**config.mk**
```make
export PLATFORM = sky130hd
export DESIGN_NAME = mac_pipe_flat
export DESIGN_NICKNAME = d
export VERILOG_FILES = /design/src/rtl/mac_pkg.sv /design/src/rtl/mac_pipe_if.sv /design/src/rtl/mac_mult_tree.sv /design/src/rtl/mac_pipe.sv /design/src/flat_wrapper.sv
export SDC_FILE = /design/constraint.sdc
export NUM_CORES = 1
export LEC_CHECK = 0
export ABC_AREA = 1
export ABC_CLOCK_PERIOD_IN_PS = 6200
export CORE_UTILIZATION = 55
export CTS_BUF_LIST = sky130_fd_sc_hd__clkbuf_8
export CTS_CLUSTER_DIAMETER = 50
export DETAILED_ROUTE_END_ITERATION = 16
export PLACE_DENSITY = 0.76
export SLEW_MARGIN = 15
export SYNTH_ARGS = -nofsm -noshare
export SYNTH_HDL_FRONTEND = slang
export SYNTH_SLANG_ARGS = --single-unit
```
**constraint.sdc**
```tcl
create_clock -name clk -period 6.2 [get_ports clk]
set_clock_uncertainty 0.05 [all_clocks]
set_input_delay 1.24 -clock clk [delete_from_list [all_inputs] [get_ports clk]]
set_output_delay 1.24 -clock clk [all_outputs]
set_load 0.02 [all_outputs]
```
**src/rtl/mac_pkg.sv**
```systemverilog
// rtl/mac_pkg.sv - shared op modes, default widths and Dadda sizing helpers for mac_pipe
package mac_pkg;

  typedef enum logic [1:0] {
    MODE_MAC   = 2'b00,
    MODE_ACC   = 2'b01,
    MODE_START = 2'b10,
    MODE_MUL   = 2'b11
  } mode_t;

  localparam int DEF_A_W   = 8;
  localparam int DEF_B_W   = 8;
  localparam int DEF_ACC_W = 16;

  // Column height of the partial-product matrix, floored at 3 so full-adder taps always exist.
  function automatic int dadda_height(input int a_w, input int b_w);
    int m;
    m = (a_w < b_w) ? a_w : b_w;
    return (m < 3) ? 3 : m;
  endfunction

  // Dadda target heights: d1 = 2, d(k+1) = floor(1.5 * d(k)).
  function automatic int dadda_target(input int k);
    int d;
    d = 2;
    for (int i = 1; i < k; i++) d = (d * 3) / 2;
    return d;
  endfunction

  function automatic int dadda_stages(input int h);
    int n;
    int d;
    n = 0;
    d = 2;
    for (int i = 0; i < 32; i++) begin
      if (d < h) begin
        n++;
        d = (d * 3) / 2;
      end
    end
    return n;
  endfunction

endpackage

```
**src/rtl/mac_pipe_if.sv**
```systemverilog
// rtl/mac_pipe_if.sv - operand and result handshake bundle for mac_pipe
interface mac_pipe_if
  import mac_pkg::*;
#(
  parameter int A_W   = DEF_A_W,
  parameter int B_W   = DEF_B_W,
  parameter int ACC_W = DEF_ACC_W
) ();

  logic             in_valid;
  logic             in_ready;
  logic [A_W-1:0]   in_a;
  logic [B_W-1:0]   in_b;
  logic [ACC_W-1:0] in_x;
  mode_t            in_mode;
  logic             out_valid;
  logic             out_ready;
  logic [ACC_W-1:0] mult_out;
  logic             cout;

  modport master (
    output in_valid, in_a, in_b, in_x, in_mode, out_ready,
    input  in_ready, out_valid, mult_out, cout
  );

  modport slave (
    input  in_valid, in_a, in_b, in_x, in_mode, out_ready,
    output in_ready, out_valid, mult_out, cout
  );

endinterface

```
**src/rtl/mac_mult_tree.sv**
```systemverilog
// rtl/mac_mult_tree.sv - combinational Dadda-reduced unsigned multiplier a*b
module mac_mult_tree
  import mac_pkg::*;
#(
  parameter int A_W = DEF_A_W,
  parameter int B_W = DEF_B_W
) (
  input  logic [A_W-1:0]     a,
  input  logic [B_W-1:0]     b,
  output logic [A_W+B_W-1:0] prod
);

  localparam int P_W  = A_W + B_W;
  localparam int H    = dadda_height(A_W, B_W);
  localparam int N_ST = dadda_stages(H);

  logic [P_W-1:0] row0;
  logic [P_W-1:0] row1;

  // Columns are bit-stacks packed from bit 0; one spare column absorbs carries off the top.
  always_comb begin
    logic [H-1:0] cur [P_W+1];
    logic [H-1:0] nxt [P_W+1];
    int           cur_h [P_W+1];
    int           nxt_h [P_W+1];
    logic [H-1:0] win;
    int           idx;
    int           total;
    int           d;
    logic         s_bit;
    logic         c_bit;
    logic         red;

    row0 = '0;
    row1 = '0;
    win  = '0;
    idx  = 0;
    total = 0;
    d    = 0;
    s_bit = 1'b0;
    c_bit = 1'b0;
    red  = 1'b0;
    for (int c = 0; c <= P_W; c++) begin
      cur[c]   = '0;
      nxt[c]   = '0;
      cur_h[c] = 0;
      nxt_h[c] = 0;
    end

    for (int i = 0; i < A_W; i++) begin
      for (int j = 0; j < B_W; j++) begin
        cur[i+j]   = cur[i+j] | (H'(a[i] & b[j]) << cur_h[i+j]);
        cur_h[i+j] = cur_h[i+j] + 1;
      end
    end

    for (int s = N_ST; s >= 1; s--) begin
      d = dadda_target(s);
      for (int c = 0; c <= P_W; c++) begin
        nxt[c]   = '0;
        nxt_h[c] = 0;
      end
      for (int c = 0; c < P_W; c++) begin
        idx   = 0;
        total = cur_h[c] + nxt_h[c];
        for (int k = 0; k < H; k++) begin
          win = cur[c] >> idx;
          red = 1'b0;
          if (total > d && total - d >= 2 && cur_h[c] - idx >= 3) begin
            s_bit = win[0] ^ win[1] ^ win[2];
            c_bit = (win[0] & win[1]) | (win[0] & win[2]) | (win[1] & win[2]);
            idx   = idx + 3;
            total = total - 2;
            red   = 1'b1;
          end else if (total > d && cur_h[c] - idx >= 2) begin
            s_bit = win[0] ^ win[1];
            c_bit = win[0] & win[1];
            idx   = idx + 2;
            total = total - 1;
            red   = 1'b1;
          end
          if (red) begin
            nxt[c]     = nxt[c] | (H'(s_bit) << nxt_h[c]);
            nxt_h[c]   = nxt_h[c] + 1;
            nxt[c+1]   = nxt[c+1] | (H'(c_bit) << nxt_h[c+1]);
            nxt_h[c+1] = nxt_h[c+1] + 1;
          end
        end
        win = cur[c] >> idx;
        for (int k = 0; k < H; k++) begin
          if (k < cur_h[c] - idx) begin
            nxt[c]   = nxt[c] | (H'(win[k]) << nxt_h[c]);
            nxt_h[c] = nxt_h[c] + 1;
          end
        end
      end
      for (int c = 0; c <= P_W; c++) begin
        cur[c]   = nxt[c];
        cur_h[c] = nxt_h[c];
      end
    end

    for (int c = 0; c < P_W; c++) begin
      row0[c] = cur[c][0];
      row1[c] = cur[c][1];
    end
  end

  assign prod = row0 + row1;

endmodule

```
**src/rtl/mac_pipe.sv**
```systemverilog
// rtl/mac_pipe.sv - 3-stage valid/ready multiply-accumulate with internal accumulator
// Optional build macro: MAC_PIPE_SATURATE_EN clamps overflowing results to all ones.
module mac_pipe
  import mac_pkg::*;
#(
  parameter int A_W   = DEF_A_W,
  parameter int B_W   = DEF_B_W,
  parameter int ACC_W = DEF_ACC_W
) (
  input  logic       clk,
  input  logic       rst_n,
  mac_pipe_if.slave  bus
);

  localparam int P_W = A_W + B_W;

  if (ACC_W < P_W) begin : g_bad_width
    $error("mac_pipe: ACC_W must be at least A_W+B_W");
  end

  logic             v1, v2, v3;
  logic             rdy1, rdy2, rdy3;
  logic [A_W-1:0]   a1;
  logic [B_W-1:0]   b1;
  logic [ACC_W-1:0] x1, x2;
  mode_t            m1, m2;
  logic [P_W-1:0]   prod_c, prod2;
  logic [ACC_W-1:0] acc;
  logic [ACC_W-1:0] addend;
  logic [ACC_W:0]   sum;
  logic [ACC_W-1:0] res_c, res3;
  logic             cout_c, cout3;

  assign rdy3 = !v3 || bus.out_ready;
  assign rdy2 = !v2 || rdy3;
  assign rdy1 = !v1 || rdy2;

  assign bus.in_ready  = rdy1;
  assign bus.out_valid = v3;
  assign bus.mult_out  = res3;
  assign bus.cout      = cout3;

  mac_mult_tree #(
    .A_W (A_W),
    .B_W (B_W)
  ) u_mult_tree (
    .a    (a1),
    .b    (b1),
    .prod (prod_c)
  );

  always_comb begin
    addend = '0;
    case (m2)
      MODE_MAC: addend = x2;
      MODE_ACC: addend = acc;
      default:  addend = '0;
    endcase
  end

  assign sum    = (ACC_W+1)'(prod2) + (ACC_W+1)'(addend);
  assign cout_c = sum[ACC_W];

`ifdef MAC_PIPE_SATURATE_EN
  assign res_c = cout_c ? {ACC_W{1'b1}} : sum[ACC_W-1:0];
`else
  assign res_c = sum[ACC_W-1:0];
`endif

  // acc is written on the same edge S3 loads, so a following MODE_ACC in S2 already sees it.
  always_ff @(posedge clk or negedge rst_n) begin
    if (!rst_n) begin
      v1    <= 1'b0;
      v2    <= 1'b0;
      v3    <= 1'b0;
      a1    <= '0;
      b1    <= '0;
      x1    <= '0;
      m1    <= MODE_MAC;
      prod2 <= '0;
      x2    <= '0;
      m2    <= MODE_MAC;
      res3  <= '0;
      cout3 <= 1'b0;
      acc   <= '0;
    end else begin
      if (rdy1) begin
        v1 <= bus.in_valid;
        if (bus.in_valid) begin
          a1 <= bus.in_a;
          b1 <= bus.in_b;
          x1 <= bus.in_x;
          m1 <= bus.in_mode;
        end
      end
      if (rdy2) begin
        v2 <= v1;
        if (v1) begin
          prod2 <= prod_c;
          x2    <= x1;
          m2    <= m1;
        end
      end
      if (rdy3) begin
        v3 <= v2;
        if (v2) begin
          res3  <= res_c;
          cout3 <= cout_c;
          if (m2 == MODE_ACC || m2 == MODE_START) acc <= res_c;
        end
      end
    end
  end

endmodule

```
**src/flat_wrapper.sv**
```systemverilog
// flat-port wrapper written by rule: the top's interface ports become plain ports
module mac_pipe_flat import mac_pkg::*;
#(
  parameter int A_W   = DEF_A_W,
  parameter int B_W   = DEF_B_W,
  parameter int ACC_W = DEF_ACC_W
)
  (clk, rst_n, bus_in_valid, bus_in_a, bus_in_b, bus_in_x, bus_in_mode, bus_out_ready, bus_in_ready, bus_out_valid, bus_mult_out, bus_cout);
  mac_pipe_if #(.A_W(A_W), .B_W(B_W), .ACC_W(ACC_W)) bus_i ();
  input  logic clk;
  input  logic rst_n;
  input wire logic [$bits(bus_i.in_valid)-1:0] bus_in_valid;
  input wire logic [$bits(bus_i.in_a)-1:0] bus_in_a;
  input wire logic [$bits(bus_i.in_b)-1:0] bus_in_b;
  input wire logic [$bits(bus_i.in_x)-1:0] bus_in_x;
  input wire logic [$bits(bus_i.in_mode)-1:0] bus_in_mode;
  input wire logic [$bits(bus_i.out_ready)-1:0] bus_out_ready;
  output wire logic [$bits(bus_i.in_ready)-1:0] bus_in_ready;
  output wire logic [$bits(bus_i.out_valid)-1:0] bus_out_valid;
  output wire logic [$bits(bus_i.mult_out)-1:0] bus_mult_out;
  output wire logic [$bits(bus_i.cout)-1:0] bus_cout;
  assign bus_i.in_valid = bus_in_valid;
  assign bus_i.in_a = bus_in_a;
  assign bus_i.in_b = bus_in_b;
  assign bus_i.in_x = bus_in_x;
  assign bus_i.in_mode = bus_in_mode;
  assign bus_i.out_ready = bus_out_ready;
  assign bus_in_ready = bus_i.in_ready;
  assign bus_out_valid = bus_i.out_valid;
  assign bus_mult_out = bus_i.mult_out;
  assign bus_cout = bus_i.cout;
  mac_pipe #(.A_W(A_W), .B_W(B_W), .ACC_W(ACC_W)) u_core (.clk(clk), .rst_n(rst_n), .bus(bus_i));
endmodule
```
Word-level counts from Yosys, hierarchy flattened
Index checks and enable logic that the tools add are counted.

cells by class
  add/sub/neg operators = 2
  multipliers = 0
  divide/modulo/power cells = 0
  order comparisons = 0
  equality and inequality tests = 2
  shift operators = 0
  mux-type cells = 1
  bitwise operators = 491
  reductions and logical operators = 12

operator list
  kind                                                              count
  1-bit bitwise AND                                                 176
  1-bit by 2-bit OR with 2-bit output                               66
  2-bit by 3-bit OR with 3-bit output                               39
  3-bit by 4-bit OR with 4-bit output                               21
  1-bit bitwise XOR                                                 77
  1-bit OR                                                          70
  4-bit by 5-bit OR with 5-bit output                               14
  5-bit by 6-bit OR with 6-bit output                               11
  16-bit one-hot mux with 2 select lines                            1
  4-bit OR                                                          7
  6-bit by 7-bit OR with 7-bit output                               3
  16-bit by 16-bit adder with 17-bit output                         1
  15-bit by 15-bit adder with 16-bit output                         1
  3-bit OR                                                          5
  7-bit by 8-bit OR with 8-bit output                               1
  2-bit AND reduction                                               3
  1-bit logical OR                                                  4
  4-bit by 3-bit OR with 4-bit output                               1
  1-bit zero test                                                   3
  3-bit AND reduction                                               1
  2-bit by 1-bit == test with 1-bit output (second input constant)  1
  2-bit == test (second input constant)                             1
  2-bit zero test                                                   1

word-level totals
  register bits after elaboration = 104
  latch bits = 0
  memory bits (writable) = 0
  ROM bits = 0
  output and inout bits = 19
  memories = 0

Logic depth before layout (Yosys ltp)
  depth after elaboration = 32
  depth in mapped cells = 21
  mapped depth without buffers = 20

By module
A second synthesis with hierarchy kept.

second synthesis, totals
  cell total of the unflattened synthesis = 908
  area, all modules = 7340.8 um^2

by module, submodules not included
  module         instances  cells an instance  area an instance (um^2)  sequential area each (um^2)
  mac_pipe       1          546                5102.4                   2602.5
  mac_mult_tree  1          362                2238.4                   0.0

Least setup slack after synthesis
No wires, ideal clock.

  path type = register to register
  from = register u_core.b1[7]
  to = register u_core.prod2[14]
  library setup time = 0.117 ns
  arrival time = 3.645 ns
  data required time = 6.033 ns
  setup slack = 2.388 ns
  stages on the path, launching flop included = 20
  path buffers = 1
  clock period less this slack = 3.812 ns
  cell sequence = dfrtp_1 clkbuf_1 nand2_1 fa_1 fa_1 inv_1 fa_1 inv_1 fa_1 inv_1 ha_1 nand2_1 inv_1 nand2_1 nor3_1 nand2_1 nand2_1 nand2_1 nand3_1 nand2_1

between the ends
  cells in the longest elaborated chain, start to end = 32
  elaborated cells between the ends (all ways) = 242
  those cells by class = add/sub: 1; bitwise: 241

RTL lines
  what                                         RTL line              text
  from (decl)                                  mac_pipe.sv:24        logic [B_W-1:0] b1;
  from (signal assigned)                       mac_pipe.sv:91        b1 <= bus.in_b;
  1-bit bitwise AND                            mac_mult_tree.sv:52   cur[i+j] = cur[i+j] | (H'(a[i] & b[j]) << cur_h[i+j]);
  1-bit by 2-bit OR with 2-bit output          mac_mult_tree.sv:52
  2-bit by 3-bit OR with 3-bit output          mac_mult_tree.sv:52
  3-bit by 4-bit OR with 4-bit output          mac_mult_tree.sv:52
  4-bit by 5-bit OR with 5-bit output          mac_mult_tree.sv:52
  5-bit by 6-bit OR with 6-bit output          mac_mult_tree.sv:52
  6-bit by 7-bit OR with 7-bit output          mac_mult_tree.sv:52
  7-bit by 8-bit OR with 8-bit output          mac_mult_tree.sv:52
  [... 14 more ...]                            --
  1-bit bitwise AND, on equally long branches  --
  1-bit OR (2 in a row)                        mac_mult_tree.sv:71   c_bit = (win[0] & win[1]) | (win[0] & win[2]) | (win[1] & win[2]);
  1-bit by 2-bit OR with 2-bit output          mac_mult_tree.sv:83   nxt[c] = nxt[c] | (H'(s_bit) << nxt_h[c]);
  3-bit OR                                     mac_mult_tree.sv:92   nxt[c] = nxt[c] | (H'(win[k]) << nxt_h[c]);
  1-bit bitwise AND, on equally long branches  --
  1-bit OR (2 in a row)                        mac_mult_tree.sv:71
  1-bit by 2-bit OR with 2-bit output          mac_mult_tree.sv:83
  15-bit by 15-bit adder with 16-bit output *  mac_mult_tree.sv:109  assign prod = row0 + row1;
  to (signal assigned)                         mac_pipe.sv:99        prod2 <= prod_c;
  to (decl)                                    mac_pipe.sv:27        logic [P_W-1:0] prod_c, prod2;

Mark *: on every way between the ends. The rest lies on a longest branch, timed or not.
A chain may end at the register's enable or synchronous reset.

Worst setup path in the final report
  from = register u_core.b1[7]
  to = register u_core.prod2[11]

Same word-level chain as after synthesis.

==> results.py <==
metrics = {
    "pwr": {
        "power.static_leakage_nw": 4.56,
        "seq_power_share": 0.245,
        "pwr-share-comb": 0.659,
        "p_per_area_nw_per_um2": 563,
        "cell_internal_pwr_w": 0.00228,
        "peakVddDrop_mv": 0.228,
        "switchingPower_w": 0.00232,
        "clockPowerShare": 0.096,
        "sw_frac_of_total": 0.504,
    },
    "setup_path": {
        "startpoint_type": "flip-flop",
        "worst-path-max-fanout": 9,
        "r2r_setup_slack_ps": 2250,
        "critical_path.endpoint_type": "flip-flop",
        "required_ps": 6430,
        "worst-endpoint-arrival_ps": 4180,
        "critPathKind": "flip-flop to flip-flop",
    },
    "sta": {
        "fmax_mhz": 253,
        "final_period_minus_worst_setup_slack_ps": 3950,
        "tns_ps": 0,
        "worst_slew_pin_slew_ps": 920,
        "post-route-period-util": 0.637,
        "timing.final.ws_setup_ps": 2250,
        "finalSetupViolations": 0,
        "timing.max_slew.rel_slack": 0.387,
        "final-hold-violation-count": 0,
        "timing.final.max_slew_violations": 0,
        "setup_repair_after_global_routing_missed_its_margin": "false",
    },
    "global_routing": {
        "grt_first_pass_wirelength_um": 26500,
        "first_global_vias": 5520,
        "grt-busiest-layer": "met2",
        "remaining_overflow_grt": 0,
        "grt_resource_usage_total": 0.240,
        "grt_max_degree": 77,
        "antenna_found_initial": 0,
        "grt.met3_usage": 0.0455,
        "use_met1": 0.323,
        "grtUsageMet2": 0.400,
    },
    "drt": {
        "post_drt_via_cell_ratio": 5.03,
        "routed_wl_um": 15200,
        "via_count": 5698,
        "dr.first_iter.drc_count": 306,
        "postRouteAntennaNets": 0,
        "number_of_optimization_iterations_in_the_first_detailed_route_pass": 5,
        "routed_wire_length_per_instance_um": 13.4,
        "route.detailed.drc": 0,
    },
    "synth": {
        "yosys_warnings": 0,
        "synth_sequential_area_ratio": 0.354,
        "yosys.area.top_type_share": 0.354,
        "synth_enable_flop_cells": 0,
        "async_reset_ff_frac": 1.00,
        "mappedNetlistNets": 1035,
        "syn_avg_cell_area_um2": 7.99,
        "number_of_instances_in_the_synthesized_netlist": 921,
        "synthTopCellsByArea": "dfrtp_1 (35%), nand2_1 (17%), fa_1 (10%), inv_1 (8.6%), ha_1 (6.6%)",
        "synthDistinctLibCells": 36,
        "yosys_register_bits": 104,
        "synth_top_cell_by_area": "dfrtp_1",
        "synth.cell_area_um2": 7360,
        "top_flip_flop_cell_by_instance_count_after_synthesis": "dfrtp_1",
        "top_cells_by_instance_count_after_synthesis": "nand2_1 (332), inv_1 (168), dfrtp_1 (104)",
        "most_frequent_cell_after_synthesis": "nand2_1",
    },
    "floorplan": {
        "core_area_um2": 12800,
        "core.rowCount": 41,
        "initial_core_util": 0.574,
        "number_of_top_level_pins": 57,
        "die_height_um": 118,
        "fp.dieW_um": 118,
        "die_area_um2": 13800,
    },
    "clock_network": {
        "cts.htree.levels": 3,
        "clockRootBuffer": "clkbuf_8",
        "clk_pin_slew_worst_paths_ps": 120,
        "hold_buffers": 0,
        "numCtsBuffers": 9,
        "clock_insertion_delay_worst_skew_ps": 400,
        "cts_resizes": 0,
        "clkSinkCount": 104,
        "max-clock-path-buffers": 2,
        "post_cts_buffers": 0,
        "cts_tree": "done",
    },
    "layout": {
        "area_growth_syn_to_layout_pct": 10.8,
        "diode_insertion_count_for_antenna_repair": 0,
        "finalNetCount": 1070,
        "post_route_cells_drive_above_1_share": 0.0666,
    },
    "flow_run": {
        "drv.max_cap_violation_count": 0,
    },
    "placed_design": {
        "gp_congestion": 0.871,
        "placement.setup.worst_slack_ps": 2250,
        "i_o_buffers": 56,
        "hpwl_um": 11800,
    },
    "worst_hold_path": {
        "hold_path.class": "flip-flop to flip-flop",
    },
    "outcome": {
        "status": "finished, final reports clean",
    },
}
power groups by stage:
stage | registers, W | logic, W | clock network [W]
after floorplan | 0.00110 | 0.00234 | 0
after global placement | 0.00113 | 0.00296 | 0
after detailed placement | 0.00114 | 0.00301 | 0
after CTS | 0.00113 | 0.00303 | 0.000451
after global routing | 0.00116 | 0.00351 | 0.000477
final | 0.00113 | 0.00303 | 0.000440
registers in the layout, summed over array words and instances (netlist names):
| signal | count |
|---|---|
| u_core.a1 | 8 |
| u_core.acc | 16 |
| u_core.b1 | 8 |
| u_core.bus.cout | 1 |
| u_core.bus.mult_out | 16 |
| u_core.bus.out_valid | 1 |
| u_core.m1 | 2 |
| u_core.m2 | 2 |
| u_core.prod2 | 16 |
| u_core.v1 | 1 |
| u_core.v2 | 1 |
| u_core.x1 | 16 |
| u_core.x2 | 16 |
path summary, 6_finish.rpt:
check,startpoint,end,cells after the start
worst max-delay path,u_core.b1[7],u_core.prod2[11],16
worst min-delay path,u_core.x1[7],u_core.x2[7],2
worst max register to register,u_core.b1[7],u_core.prod2[11],16
worst min register to register,u_core.x1[7],u_core.x2[7],2
max in group asynchronous,rst_n,u_core.prod2[9],2
min in group asynchronous,rst_n,u_core.bus.mult_out[4],1
per-layer routing:
| layer | vias up | share of wire |
|---|---|---|
| met3 | 13 | 0.045 |
| met4 | 0 | 0.011 |
| met2 | 130 | 0.48 |
| li1 | 2876 | - |
| met1 | 2679 | 0.46 |
| met5 | - | 0 |
logic make-up after synthesis:
logic type,count (synthesis),synth area share
compound gates,59,0.0471
xor+xnor,8,0.00952
fa+ha+maj,76,0.167
buf+inv,204,0.115
flops,104,0.354
mux,34,0.0622
simple gates,436,0.245
cell usage in the layout (no fill, tap or decap):
cell	netlist	final
mux2_2	14	14
nor2_4	2	2
a21o_1	2	2
inv_8	0	1
nand2_1	332	332
or2_2	2	2
nand2_4	1	1
dfrtp_1	104	104
a31oi_1	1	1
clkinv_4	1	1
nand3b_1	5	5
nand2_2	2	2
xnor2_1	6	6
a21oi_1	16	16
o21ai_1	9	9
a22o_1	11	11
inv_2	2	2
o21ai_0	18	18
xor2_1	2	2
nand3_1	48	48
fa_1	37	37
clkbuf_8	0	9
buf_4	0	2
inv_6	0	2
or2_1	4	4
nand2_8	1	1
o22ai_1	1	1
and2_1	1	1
inv_1	168	168
o21a_1	1	1
clkdlybuf4s50_1	0	55
ha_1	39	39
clkinv_8	0	4
nor3_1	5	5
nand3_4	1	1
nor2_1	28	28
mux2_4	20	20
nand4_1	4	4
per-stage QoR:
stage / hold slack [ps] / util / std cells / cell area (um^2) / power (W)
after floorplan: 386 / - / 921 / 7360 / 0.00344
after global placement: 397 / 0.619 / 1117 / 7940 / 0.00408
after detailed placement: 405 / 0.619 / 1117 / 7940 / 0.00415
after CTS: 433 / 0.636 / 1133 / 8160 / 0.00461
after global routing: 455 / 0.636 / 1133 / 8160 / 0.00514
final: 431 / 0.636 / 1133 / 8160 / 0.00460
worst max-delay path: stages (launching register included):
cell and delay, ps:
dfrtp_1 500, nand2_1 120, fa_1 520, fa_1 510, inv_1 50, fa_1 470, inv_1 50, fa_1 490
inv_1 40, ha_1 360, nand2_1 110, nor2_1 130, nand3_1 90, nand3_1 140, nand2_1 60, nand2_1 50
o21ai_0 80
final cells by class:
cell class | instances | area [um^2]
clock buffer | 9 | 124
clock inverter | 7 | 93.8
fill | 1118 | 4670
inverter | 171 | 647
multi-input combinational | 613 | 3910
sequential | 104 | 2600
tap | 172 | 215
timing repair buffer | 57 | 566
No activity file was read; power rests on OpenSTA's default activity.
